===== src/rtl/dm_access_arbiter_pkg.sv =====
`default_nettype none
// ============================================================================
//  Module      : dm_access_arbiter_pkg
//  Description : Shared types and constants for the data-memory access
//                arbiter. It defines the sequencer state encoding, the
//                port-owner encoding and the word LStype code that is forced
//                for secondary-port accesses.
//  Revision    : 1.0 - initial release
// ============================================================================
package dm_access_arbiter_pkg;

    typedef enum logic [1:0] {
        DMA_IDLE = 2'd0,
        DMA_BUSY = 2'd1,
        DMA_DONE = 2'd2
    } dma_state_e;

    typedef enum logic {
        DMA_OWN_M = 1'b0,
        DMA_OWN_X = 1'b1
    } dma_owner_e;

    // Word access code in the control-path LStype encoding.
    localparam logic [2:0] C_LS_WORD = 3'd0;

endpackage
`default_nettype wire


===== src/rtl/dma_wait_cnt.sv =====
`default_nettype none
// ============================================================================
//  Module      : dma_wait_cnt
//  Description : Loadable down-counter that times the wait states of one
//                memory access. A load has priority over a decrement, and the
//                counter saturates at zero.
//  Ports       : clk, rst        - clock, synchronous active-high reset
//                i_load          - load i_load_val this cycle
//                i_load_val      - value to load
//                i_dec           - decrement by one (ignored at zero)
//                o_count         - current count
//                o_zero          - count equals zero
//  Revision    : 1.0 - initial release
// ============================================================================
module dma_wait_cnt #(
    parameter int CNT_W = 4
) (
    input  logic             clk,
    input  logic             rst,
    input  logic             i_load,
    input  logic [CNT_W-1:0] i_load_val,
    input  logic             i_dec,
    output logic [CNT_W-1:0] o_count,
    output logic             o_zero
);

    logic [CNT_W-1:0] count_q;
    logic [CNT_W-1:0] count_d;

    always_comb begin
        count_d = count_q;
        if (i_load) begin
            count_d = i_load_val;
        end else if (i_dec && (count_q != '0)) begin
            count_d = count_q - 1'b1;
        end
    end

    always_ff @(posedge clk) begin
        if (rst) begin
            count_q <= '0;
        end else begin
            count_q <= count_d;
        end
    end

    assign o_count = count_q;
    assign o_zero  = (count_q == '0);

endmodule
`default_nettype wire


===== src/rtl/dm_access_arbiter.sv =====
`default_nettype none
// ============================================================================
//  Module      : dm_access_arbiter
//  Description : Shares the single data-memory port between the pipeline
//                M stage and a secondary requester X (loader/debug bridge).
//                Every access takes WAIT_CYCLES+1 cycles after the grant
//                cycle (IDLE -> BUSY... -> DONE). The write strobe to memory
//                is only raised in DONE. The M stage is stalled until its own
//                DONE cycle.
//  Build macro : DMARB_FAIR_EN - when defined, ties in IDLE alternate between
//                M and X (X wins the first tie after reset). When undefined,
//                M has strict priority.
//  Ports       : Clk, Reset                  - clock, sync active-high reset
//                M_Req/WE/Addr/WD/LStype     - M-stage request
//                M_RD, M_Stall               - M read data, pipeline freeze
//                X_Req/WE/Addr/WD            - secondary request (word only)
//                X_Gnt, X_Done, X_RD         - secondary grant/done/read data
//                DM_Addr/WD/WE/LStype        - to the data memory
//                DM_RD                       - read data from the data memory
//  Revision    : 1.0 - initial release
// ============================================================================
module dm_access_arbiter
    import dm_access_arbiter_pkg::*;
#(
    parameter int WAIT_CYCLES = 2,
    parameter int CNT_W       = 4
) (
    input  logic        Clk,
    input  logic        Reset,
    input  logic        M_Req,
    input  logic        M_WE,
    input  logic [31:0] M_Addr,
    input  logic [31:0] M_WD,
    input  logic [2:0]  M_LStype,
    output logic [31:0] M_RD,
    output logic        M_Stall,
    input  logic        X_Req,
    input  logic        X_WE,
    input  logic [31:0] X_Addr,
    input  logic [31:0] X_WD,
    output logic        X_Gnt,
    output logic        X_Done,
    output logic [31:0] X_RD,
    output logic [31:0] DM_Addr,
    output logic [31:0] DM_WD,
    output logic        DM_WE,
    output logic [2:0]  DM_LStype,
    input  logic [31:0] DM_RD
);

    localparam logic [CNT_W-1:0] C_WAIT_LOAD = CNT_W'(WAIT_CYCLES);

    dma_state_e  state_q,  state_d;
    dma_owner_e  owner_q,  owner_d;
    logic        we_q,     we_d;
    logic [31:0] addr_q,   addr_d;
    logic [31:0] wd_q,     wd_d;
    logic [2:0]  lstype_q, lstype_d;
    logic [31:0] xrd_q,    xrd_d;

    logic             w_pick_x;
    logic             w_owner_req;
    logic             w_cnt_load;
    logic             w_cnt_dec;
    logic [CNT_W-1:0] w_cnt;
    logic             w_cnt_zero;

    dma_wait_cnt #(
        .CNT_W (CNT_W)
    ) u_wait_cnt (
        .clk        (Clk),
        .rst        (Reset),
        .i_load     (w_cnt_load),
        .i_load_val (C_WAIT_LOAD),
        .i_dec      (w_cnt_dec),
        .o_count    (w_cnt),
        .o_zero     (w_cnt_zero)
    );

    // Grant selection in IDLE. owner_q still holds the previous owner while
    // idle, so it doubles as the last-owner flag for the fair variant.
`ifdef DMARB_FAIR_EN
    assign w_pick_x = X_Req & (~M_Req | (owner_q == DMA_OWN_M));
`else
    assign w_pick_x = X_Req & ~M_Req;
`endif

    assign w_owner_req = (owner_q == DMA_OWN_X) ? X_Req : M_Req;

    always_comb begin
        state_d    = state_q;
        owner_d    = owner_q;
        we_d       = we_q;
        addr_d     = addr_q;
        wd_d       = wd_q;
        lstype_d   = lstype_q;
        xrd_d      = xrd_q;
        w_cnt_load = 1'b0;
        w_cnt_dec  = 1'b0;

        case (state_q)
            DMA_IDLE: begin
                if (M_Req || X_Req) begin
                    w_cnt_load = 1'b1;
                    if (w_pick_x) begin
                        owner_d  = DMA_OWN_X;
                        we_d     = X_WE;
                        addr_d   = X_Addr;
                        wd_d     = X_WD;
                        lstype_d = C_LS_WORD;
                    end else begin
                        owner_d  = DMA_OWN_M;
                        we_d     = M_WE;
                        addr_d   = M_Addr;
                        wd_d     = M_WD;
                        lstype_d = M_LStype;
                    end
                    state_d = (WAIT_CYCLES == 0) ? DMA_DONE : DMA_BUSY;
                end
            end
            DMA_BUSY: begin
                w_cnt_dec = 1'b1;
                // Owner withdrew (e.g. flush): abandon before any write.
                if (!w_owner_req) begin
                    state_d = DMA_IDLE;
                end else if (w_cnt_zero || (w_cnt == CNT_W'(1))) begin
                    state_d = DMA_DONE;
                end
            end
            DMA_DONE: begin
                state_d = DMA_IDLE;
                if ((owner_q == DMA_OWN_X) && !we_q) begin
                    xrd_d = DM_RD;
                end
            end
            default: begin
                state_d = DMA_IDLE;
            end
        endcase
    end

    always_ff @(posedge Clk) begin
        if (Reset) begin
            state_q  <= DMA_IDLE;
            owner_q  <= DMA_OWN_M;
            we_q     <= 1'b0;
            addr_q   <= '0;
            wd_q     <= '0;
            lstype_q <= C_LS_WORD;
            xrd_q    <= '0;
        end else begin
            state_q  <= state_d;
            owner_q  <= owner_d;
            we_q     <= we_d;
            addr_q   <= addr_d;
            wd_q     <= wd_d;
            lstype_q <= lstype_d;
            xrd_q    <= xrd_d;
        end
    end

    // Outputs are gated by Reset so that a reset landing on a DONE cycle
    // can neither commit a write nor release/stall the pipeline.
    assign M_Stall   = M_Req & ~Reset &
                       ~((state_q == DMA_DONE) && (owner_q == DMA_OWN_M));
    assign M_RD      = DM_RD;
    assign X_Gnt     = ~Reset & (owner_q == DMA_OWN_X) &
                       ((state_q == DMA_BUSY) || (state_q == DMA_DONE));
    assign X_Done    = ~Reset & (owner_q == DMA_OWN_X) & (state_q == DMA_DONE);
    assign X_RD      = xrd_q;
    assign DM_WE     = ~Reset & we_q & (state_q == DMA_DONE);
    assign DM_Addr   = addr_q;
    assign DM_WD     = wd_q;
    assign DM_LStype = lstype_q;

endmodule
`default_nettype wire

===== config.mk =====
export PLATFORM = sky130hd
export DESIGN_NAME = dm_access_arbiter
export DESIGN_NICKNAME = d
export VERILOG_FILES = /design/src/rtl/dm_access_arbiter_pkg.sv /design/src/rtl/dma_wait_cnt.sv /design/src/rtl/dm_access_arbiter.sv
export SDC_FILE = /design/constraint.sdc
export NUM_CORES = 1
export LEC_CHECK = 0
export BUFFER_PORTS_ARGS = -buffer_cell sky130_fd_sc_hd__buf_4
export CAP_MARGIN = 15
export CORE_AREA = 3 3 117 119
export CTS_BUF_LIST = sky130_fd_sc_hd__clkbuf_2 sky130_fd_sc_hd__clkbuf_4 sky130_fd_sc_hd__clkbuf_8
export CTS_CLUSTER_SIZE = 14
export DETAILED_ROUTE_END_ITERATION = 16
export DIE_AREA = 0 0 120 122
export PLACE_DENSITY_LB_ADDON = 0.25
export RECOVER_POWER = 25
export SYNTH_ARGS = -nofsm -noshare
export SYNTH_HDL_FRONTEND = slang
export SYNTH_SLANG_ARGS = --single-unit

===== constraint.sdc =====
create_clock -name Clk -period 1.8 [get_ports Clk]
set_clock_uncertainty 0.15 [all_clocks]
set_input_delay 0.36 -clock Clk [delete_from_list [all_inputs] [get_ports Clk]]
set_output_delay 0.36 -clock Clk [all_outputs]
set_load 0.02 [all_outputs]

* Yosys cells after proc, flatten, opt, wreduce, memory -nomap -nowiden
Index checks and enable logic that the tools add are counted.
Word-level totals: word-level logic and storage cells 57, register bits 107, memory bits (read-only) 0, memories 0, RAM bits 0, bits in latches 0, input port bits 169
Operators by class: add/subtract/negate cells 1, order comparisons 0, reduce and logical (&&, ||, !) cells 15, $mul 0, shift-type cells 0, bitwise gates (word level) 12, divide/modulo/power cells 0, mux-type cells 15, equal/unequal tests 5
Operator list (number):
- $mux W32 | 2
- $mux W2 | 5
- $and A1 B1 Y1 | 8
- $mux W1 | 6
- $reduce_and A2 Y1 | 3
- $eq A4 B1 Y1 const B | 1
- $logic_not A4 Y1 | 1
- $not A1 Y1 | 4
- $pmux W2 S2 | 1
- $reduce_bool A4 Y1 | 1
- $sub A4 B1 Y4 const B | 1
- $logic_and A1 B1 Y1 | 3
- $logic_or A1 B1 Y1 | 3
- $mux W3 | 1
- $ne A3 B3 Y1 const B | 1
- $eq A2 B1 Y1 const B | 1
- $eq A2 B2 Y1 const B | 1
- $logic_not A2 Y1 | 1
- $ne A2 B2 Y1 const B | 1
- $reduce_bool A2 Y1 | 1
- $reduce_or A2 Y1 | 1
- $logic_not A1 Y1 | 1

* Depth between registers and ports, before layout
Gate-level depths: netlist (run 1).
depth in word-level cells 5, gate-level depth with buffers 8, gate-level depth less buffers 5

* Hierarchy
Synthesis (run 1) repeated with hierarchy kept, for this count alone.
Second synthesis, totals: cells, all modules 532, area, all modules 5029.8 sq um
By module, submodules not included:
- dm_access_arbiter | area each 4767.1 sq um, cells each 503, instances 1
- dma_wait_cnt | area each 262.8 sq um, cells each 29, instances 1

* Worst setup path before layout (run 1)
No wires, ideal clock.
path kind flip-flop to flip-flop, start reg state_q[0], end reg state_q[1], setup slack 0.139 ns, stages on the path, launching flop included 7, buffers on the path 1, data required time 1.555 ns, setup time 0.095 ns, arrival time 1.416 ns, path through dfxtp_1 > inv_1 > ha_1 > clkbuf_2 > or3b_1 > or3b_1 > a221oi_1
On the way: longest elaborated chain between the ends 3
Ends and longest elaborated chain:
- start: declaration | RTL line dm_access_arbiter.sv:53 | dma_state_e state_q, state_d;
- start signal: assignment | RTL line dm_access_arbiter.sv:152 | state_q <= state_d;
- $eq A2 B1 Y1 or $logic_not A2 Y1 (tied branches) | RTL line dm_access_arbiter.sv:101 | case (state_q)
- $ne A3 B3 Y1 (no source line) or $ne A2 B2 Y1 (tied branches)
- $reduce_and A2 Y1 (no source line)
Parallel ways exist; a longest one is shown, timed or not. A chain may end at the register's enable or synchronous reset.

* Worst setup path after layout (run 1)
start reg state_q[1], end out M_Stall
On the way: longest elaborated chain between the ends 4
Ends and longest elaborated chain:
- $eq A2 B2 Y1 | RTL line dm_access_arbiter.sv:165 | ~((state_q == DMA_DONE) && (owner_q == DMA_OWN_M));
- $logic_and A1 B1 Y1 | RTL line dm_access_arbiter.sv:165
- $not A1 Y1 | RTL line dm_access_arbiter.sv:165
- $and A1 B1 Y1 | RTL line dm_access_arbiter.sv:164 | assign M_Stall = M_Req & ~Reset &
- end: declaration | RTL line dm_access_arbiter.sv:36 | output logic M_Stall,
Every way passes these cells.

==> metrics, run 1 <==
Clock Pin Slew Worst Setup and Hold Paths 0.09 ns; Reg2Reg Depth 5; WHS Path Cells 2; final WL around 15 mm; Final Cycle Share 1.03; dominant cell type by area after synthesis dfxtp_1; max frequency 540 MHz; Most Frequent Cell on Critical Path buf_6; adder-cell area share of the yosys netlist 0.0135; failing checks negative setup slack; clock buffer depth 2; mux contribution to synthesized area 0.143; number of max-cap violations 0; Slew headroom 0.737; worst-path cell chain buf_6 -> ha_4 -> nand2b_1 -> and3_4 -> buf_6; RSZ-0062 raised after global routing true; First DRT Iteration DRCs 156; GRT Total Usage 0.196; Syn Area/Cell around 10 sq um; DRC 0; Synth area leaders dfxtp_1, mux2i_1, o2bb2ai_1, buf_4, nand2_1; Synth Area in Compound Gates 0.184; Seq/Total Area, Yosys 0.463; largest family of logic cells by synthesized area compound AO/OA/AOI/OAI gates; worst setup margin -0.0512 ns; Post-Synth XOR/XNOR Area 0.00189; Top-Level Pins 304; Routed Antenna Nets 0; Yosys cell types 40; Power Total slightly above 0.007 W; Tmin final 1.85 ns; row count 41; CP delay by family, top flip-flops; H-tree depth 3; largest net degree at the start of global routing 41; Peak VDD IR around 400 uV; global-route wire length before repair 22.7 mm; crit-path max FO 5; FFs w/ async S/R, synth 0; Min-Delay Path Class in2reg; Warnings, synthesis 0; Final Max Slew Viols 0; power density over the cells 1050 nW/um^2; Area Overhead vs Synth 49.7%; Post-Syn Nets 634; CP max stage delay between 0.3 and 0.4 ns; Leak between 2 and 3 nW; cts hold-fix bufs 0; area share of the largest cell type after synthesis 0.463; port bufs 303; CTS Sinks approximately 110; commonest non-fill, non-tap cell in the layout buf_4; Worst-Margin Slew 0.394 ns; area post-placement 6840 sq um; Inst Count DP 880; EDFF count, synth 0; Finished Core Util 0.547; Final Net Count 896; core area about 13000 sq um; number of synthesized register bits approximately 110; die width 120 um; final instance area 6930 sq um; Final setup viols 3; die area 14600 sq um; DR WL/cell about 17 um; vias in the first global route 4345; first-pass iteration count of the detailed router 4; status complete, but fails checks; GPL Wtd Cong 0.814; Top FF cell, synth dfxtp_1; clk root buf clkbuf_8; setup slack at placement 0.0423 ns; CP arrival 1.34 ns; CTS Buf Count 9; synthesized cell area approximately 4600 sq um; CTS tree yes; clk_lat worst skew 0.36 ns; Post-Synth Simple-Gate Area 0.0905; Die H 122 um; critical path class reg2out; Final Hold Fails 0; Setup crit end kind primary output; Syn Inst Count 460; post-DP HPWL 11.5 mm; via count 4366; commonest non-fill, non-tap cells in the layout buf_4, dfxtp_1, nand2_1; non-filler cells, final 899; CP Launch Type flip-flop; Levels on crit path 5; initial antenna violation count 0; WP data required between 1 and 1.5 ns; critical path's slowest cell dfxtp_2; total gr overflow 0; Antenna Cells 0; layout cell share with drive strength beyond 1 0.403; Starting Density 0.365; Buf/Inv on CP 2; vias per inst 4.86
==> cells in the mapped netlist (3+ instances only) <==
master and n:
buf_2 12, dfxtp_1 107, clkbuf_1 7, inv_1 6
a32oi_1 3, mux2i_1 65, nor2_1 7, buf_4 40
ha_1 5, nand2_1 67, o2bb2ai_1 65, and3_1 4
a21oi_1 35, buf_6 6
==> final cells by class <==
type | count | area (sq um)
clock buffer | 11 | 139
clock inverter | 5 | 77.6
fill | 1202 | 5740
inverter | 6 | 25.0
multi-input combinational | 280 | 2060
sequential | 107 | 2150
tap | 172 | 215
timing repair buffer | 318 | 2270
==> power breakdown <==
part | internal, W | total, W | switching (W)
logic | 0.00118 | 0.00264 | 0.00146
registers | 0.00278 | 0.00301 | 0.000238
clock network | 0.000811 | 0.00161 | 0.000797
total | 0.00477 | 0.00727 | 0.00250
==> through the flow <==
step                hold WS [ns]  TNS (ns)
finish                    0.0862   -0.0822
CTS                       0.0509    -0.173
global placement           0.294         0
global route              0.0639    -0.306
detailed placement         0.297         0
floorplan                  0.301         0
==> cells by family after synthesis <==
family,Yosys count
compound gates,114
flops,107
simple gates,94
buf+inv,73
mux,66
fa+ha+maj,5
xor+xnor,1
==> worst paths after layout <==
path	startpoint	to	slack [ns]
setup / recovery	state_q[1]	M_Stall	-0.05
hold / removal	Reset	u_wait_cnt.o_count[1]	0.09
setup reg to reg	u_wait_cnt.o_count[0]	u_wait_cnt.o_count[1]	0.06
hold reg to reg	X_RD[21]	X_RD[21]	0.31
==> routing by layer <==
metal	vias up	global-route usage	share of wire
li1	2131	-	-
met1	2042	0.218	0.38
met2	174	0.363	0.53
met3	19	0.0474	0.070
met4	0	0.0687	0.018
met5	-	0	0
==> sequential cells by signal (all words and copies together), names as in the netlist <==
name / flops
we_q: 1
X_RD: 32
DM_LStype: 3
state_q: 2
DM_WD: 32
DM_Addr: 32
u_wait_cnt.o_count: 4
owner_q: 1
==> repair_timing <==
item / in CTS / in global routing
hold endpoints to repair: 0 / 0
setup endpoints to repair: 4 / 5
gates resized for setup: 14 / 3
setup buffers: 3 / 0
pin swaps: 1 / 1
No activity file was read; power rests on OpenSTA's default activity.
==> run 2: changes to the inputs <==
- SKIP_CTS_REPAIR_TIMING: not set -> 1
==> metrics, run 2 (synthesis results as in run 1) <==
vias per inst 4.84; CP max stage delay approximately 0.37 ns; WP data required about 1.3 ns; Inst Count DP between 800 and 900; Final Net Count 894; DR WL/cell 16.7 um; power density over the cells ~1000 nW/um^2; clk root buf clkbuf_8; largest net degree at the start of global routing between 40 and 50; Peak VDD IR between 400 and 500 uV; Logic pwr share 0.366; max frequency 540 MHz; via count 4340; Die H ~120 um; layout cell share with drive strength beyond 1 0.434; failing checks negative setup slack; CP arrival 1.34 ns; total gr overflow 0; vias in the first global route between 4000 and 5000; # fillers 1187; DRC 0; clock buffer depth 2; RSZ-0062 raised after global routing true; Leak 3.05 nW; first-pass iteration count of the detailed router 6; CTS Sinks 107; Buf/Inv on CP 2; Starting Density 0.365; GRT Total Usage 0.193; Top-Level Pins 304; Int Power 0.00482 W; Slew headroom 0.737; die width 120 um; Final Max Slew Viols 0; core area 12700 sq um; worst setup margin -0.0514 ns; row count 41; status complete, but fails checks; commonest non-fill, non-tap cells in the layout buf_4, dfxtp_1, nand2_1; post-DP HPWL 11.5 mm; Global Route met3 Usage 0.0450; clk_lat worst skew 0.36 ns; Final setup viols 2; CTS tree yes; setup TNS -0.0808 ns; non-filler cells, final 897; initial antenna violation count 0; CP delay by family, top flip-flops; Net Sw Power 0.00249 W; CP Launch Type flip-flop; Clock Pin Slew Worst Setup and Hold Paths 0.09 ns; First DRT Iteration DRCs 169; WHS around 0.082 ns; clock power share 0.220; CTS Buf Count 9; Final Hold Fails 0; Finished Core Util 0.553; number of max-cap violations 0; Min-Delay Path Class in2reg; final WL 15.0 mm; port bufs 303; critical path's slowest cell dfxtp_2; crit-path max FO 3; Antenna Cells 0; sequential power share 0.414; Net Sw Frac 0.341; critical path class reg2out; Worst-Margin Slew 0.394 ns; M1 GR Usage 0.219; die area 14600 sq um; Routed Antenna Nets 0; Area Overhead vs Synth 51.3%; commonest non-fill, non-tap cell in the layout buf_4; met2 Use GR 0.356; Setup crit end kind primary output; global-route wire length before repair 22.4 mm; H-tree depth 3; Final Cycle Share 1.03; GRT busiest layer met2; GPL Wtd Cong ~0.81; worst-path cell chain inv_2 -> ha_4 -> and3_4 -> buf_6; Tmin final 1.85 ns
==> run 2: cell types whose count changed in the layout (fill, tap and decap cells not counted) <==
cell,before,now
o21ai_1,0,1
o21ai_0,3,2
buf_4,251,274
dfxtp_2,3,2
clkbuf_1,56,32
dfxtp_4,0,1
buf_6,5,4
==> run 2: path summary, 6_finish.rpt <==
kind / start / end / slack (ns) / depth (start not counted)
worst max-delay path: state_q[1] / X_Gnt / -0.05 / 4
worst min-delay path: Reset / u_wait_cnt.o_count[1] / 0.08 / 2
worst max register to register: u_wait_cnt.o_count[0] / u_wait_cnt.o_count[1] / 0.09 / 5
worst min register to register: X_RD[21] / X_RD[21] / 0.31 / 2
==> run 2: power by group through the flow <==
stage | combinational (W) | clock (W) | sequential, W
after floorplan | 0.00102 | 0 | 0.00347
after global placement | 0.00262 | 0 | 0.00304
after detailed placement | 0.00267 | 0 | 0.00305
after CTS | 0.00267 | 0.00168 | 0.00301
after global routing | 0.00286 | 0.00178 | 0.00308
final | 0.00268 | 0.00161 | 0.00303
==> run 2: area by class of cell <==
class	instances	area, sq um	share of cell area
flip-flops and latches	107	2150	0.307
clock buffers	11	139	0.0198
inverters	6	25.0	0.00357
repair buffers	316	2340	0.334
clock inverters	5	77.6	0.0111
well taps	172	215	0.0307
multi-input cells	280	2060	0.294
==> run 2: worst reg2reg max path, cell delays in order (launching register included) <==
cell,delay (ns)
dfxtp_2,0.35
inv_1,0.09
ha_1,0.22
or3b_2,0.49
a211oi_1,0.24
a311oi_1,0.07
==> run 2: through the flow <==
stage | area, sq um | setup WS, ns | power (W)
floorplan | 4630 | 0.139 | 0.00448
global placement | 6840 | 0.181 | 0.00566
detailed placement | 6840 | 0.0423 | 0.00572
CTS | 7050 | -0.174 | 0.00735
global route | 7010 | -0.110 | 0.00772
finish | 7010 | -0.0514 | 0.00732
==> run 2: per-layer routing <==
metal / routed length [um] / vias up
met5: 0 / -
met4: 253 / 0
met3: 1020 / 17
met2: 7910 / 172
met1: 5830 / 2024
li1: - / 2127
==> run 3: changes to the inputs <==
- CAP_MARGIN: 15 -> 20
- SETUP_SLACK_MARGIN: not set -> 0.05
- clock period: 1.8 -> 1.6 ns (I/O delays scaled with it)
==> metrics, run 3 (synthesis results as in run 1) <==
largest net degree at the start of global routing 41; DRC 0; RSZ-0062 raised after global routing true; commonest non-fill, non-tap cells in the layout buf_4, dfxtp_1, mux2i_1; GRT Total Usage 0.190; H-tree depth 3; Final Cycle Share 1.14; Net Sw Power 0.00309 W; CTS tree yes; Routed Antenna Nets 0; critical path class reg2out; Starting Density 0.365; die area ~15000 sq um; layout cell share with drive strength beyond 1 0.533; number of max-cap violations 0; CP Launch Type flip-flop; reg-to-reg endpoint u_wait_cnt.o_count[3]; GPL Wtd Cong around 0.85; CTS Sinks roughly 110; First DRT Iteration DRCs 135; Final setup viols 6; Int Power 0.00582 W; Clock Pin Slew Worst Setup and Hold Paths 0.10 ns; crit-path max FO 3; Tmin final about 1.8 ns; sequential power share 0.387; clk root buf clkbuf_8; Min-Delay Path Class in2reg; DR WL/cell 17.4 um; port bufs a little over 300; Die H 122 um; Final Max Slew Viols 0; initial antenna violation count 2; Top-Level Pins between 300 and 400; setup slack at placement -0.0308 ns; Antenna Cells 0; clock power share 0.208; Peak VDD IR 765 uV; via count 4511; Finished Core Util 0.606; failing checks negative setup slack; CP arrival 1.35 ns; Area Overhead vs Synth 65.9%; core area approximately 13000 sq um; Power Total 0.00891 W; crit path capture X_Gnt; die width around 120 um; clock buffer depth 2; WP data required approximately 1.1 ns; total gr overflow 0; Final Hold Fails 0; clk_lat worst skew 0.37 ns; Slew headroom 0.674; WHS 0.0398 ns; Logic pwr share 0.405; Setup crit end kind primary output; Reg2Reg Depth 6; critical path startpoint state_q[1]; Worst-Margin Slew slightly below 0.5 ns; status complete, but fails checks; vias per inst 4.93; first-pass iteration count of the detailed router 4; row count 41; worst setup margin -0.222 ns; Leak 3.28 nW; vias in the first global route 4438; post-DP HPWL approximately 12 mm; Net Sw Frac 0.346; max frequency 549 MHz; reg-to-reg setup timing slack -0.06 ns; power density over the cells roughly 1200 nW/um^2; RR Startpoint state_q[0]; WHS Path Cells 3; final WL 15.9 mm; commonest non-fill, non-tap cell in the layout buf_4; global-route wire length before repair 22.3 mm; Final Net Count 912; CTS Buf Count 9
[run 3: cell types whose count changed in the layout (fill, tap and decap cells not counted), sizes merged]
cell,previous run,this run
inv,6,8
clkbuf,43,48
clkinv,2,0
buf,284,297
[run 3: routing by layer]
metal | track usage | routed length (um) | vias up
met5 | 0 | 26 | -
met4 | 0.0480 | 248 | 4
met3 | 0.0678 | 1230 | 28
met2 | 0.341 | 8400 | 179
met1 | 0.214 | 6000 | 2129
li1 | - | - | 2171
[run 3: worst min-delay path by stage]
stage / start / to / slack, ns
floorplan: we_q / we_q / 0.30
global placement: X_RD[27] / X_RD[27] / 0.29
detailed placement: X_RD[0] / X_RD[0] / 0.30
CTS: DM_RD[20] / X_RD[20] / 0.01
global route: DM_RD[22] / X_RD[22] / 0.01
finish: DM_RD[22] / X_RD[22] / 0.04
[run 3: area by class of cell]
cell class / instances / area [sq um]
Clock buffer: 11 / 139
Clock inverter: 5 / 85.1
Fill cell: 1098 / 4990
Inverter: 6 / 27.5
Multi-Input combinational cell: 280 / 2450
Sequential cell: 107 / 2150
Tap cell: 172 / 215
Timing Repair Buffer: 334 / 2620
[run 3: power groups by stage]
stage | registers, W | clock network, W | logic (W)
final | 0.00345 | 0.00186 | 0.00360
after global routing | 0.00351 | 0.00201 | 0.00384
after CTS | 0.00339 | 0.00192 | 0.00311
after detailed placement | 0.00344 | 0 | 0.00310
after global placement | 0.00343 | 0 | 0.00304
after floorplan | 0.00391 | 0 | 0.00119
[run 3: through the flow]
stage / setup TNS [ns] / cells / instance area, sq um
after floorplan: -0.0402 / 460 / 4650
after global placement: 0 / 886 / 6920
after detailed placement: -0.0578 / 886 / 6920
after CTS: -1.19 / 902 / 7150
after global routing: -1.26 / 915 / 7680
final: -0.735 / 915 / 7680
[run 3: worst max-delay path, stage by stage (launching register included)]
cell     delay [ns]
dfxtp_4        0.38
inv_4          0.05
ha_4           0.25
and3_4         0.18
buf_6          0.11
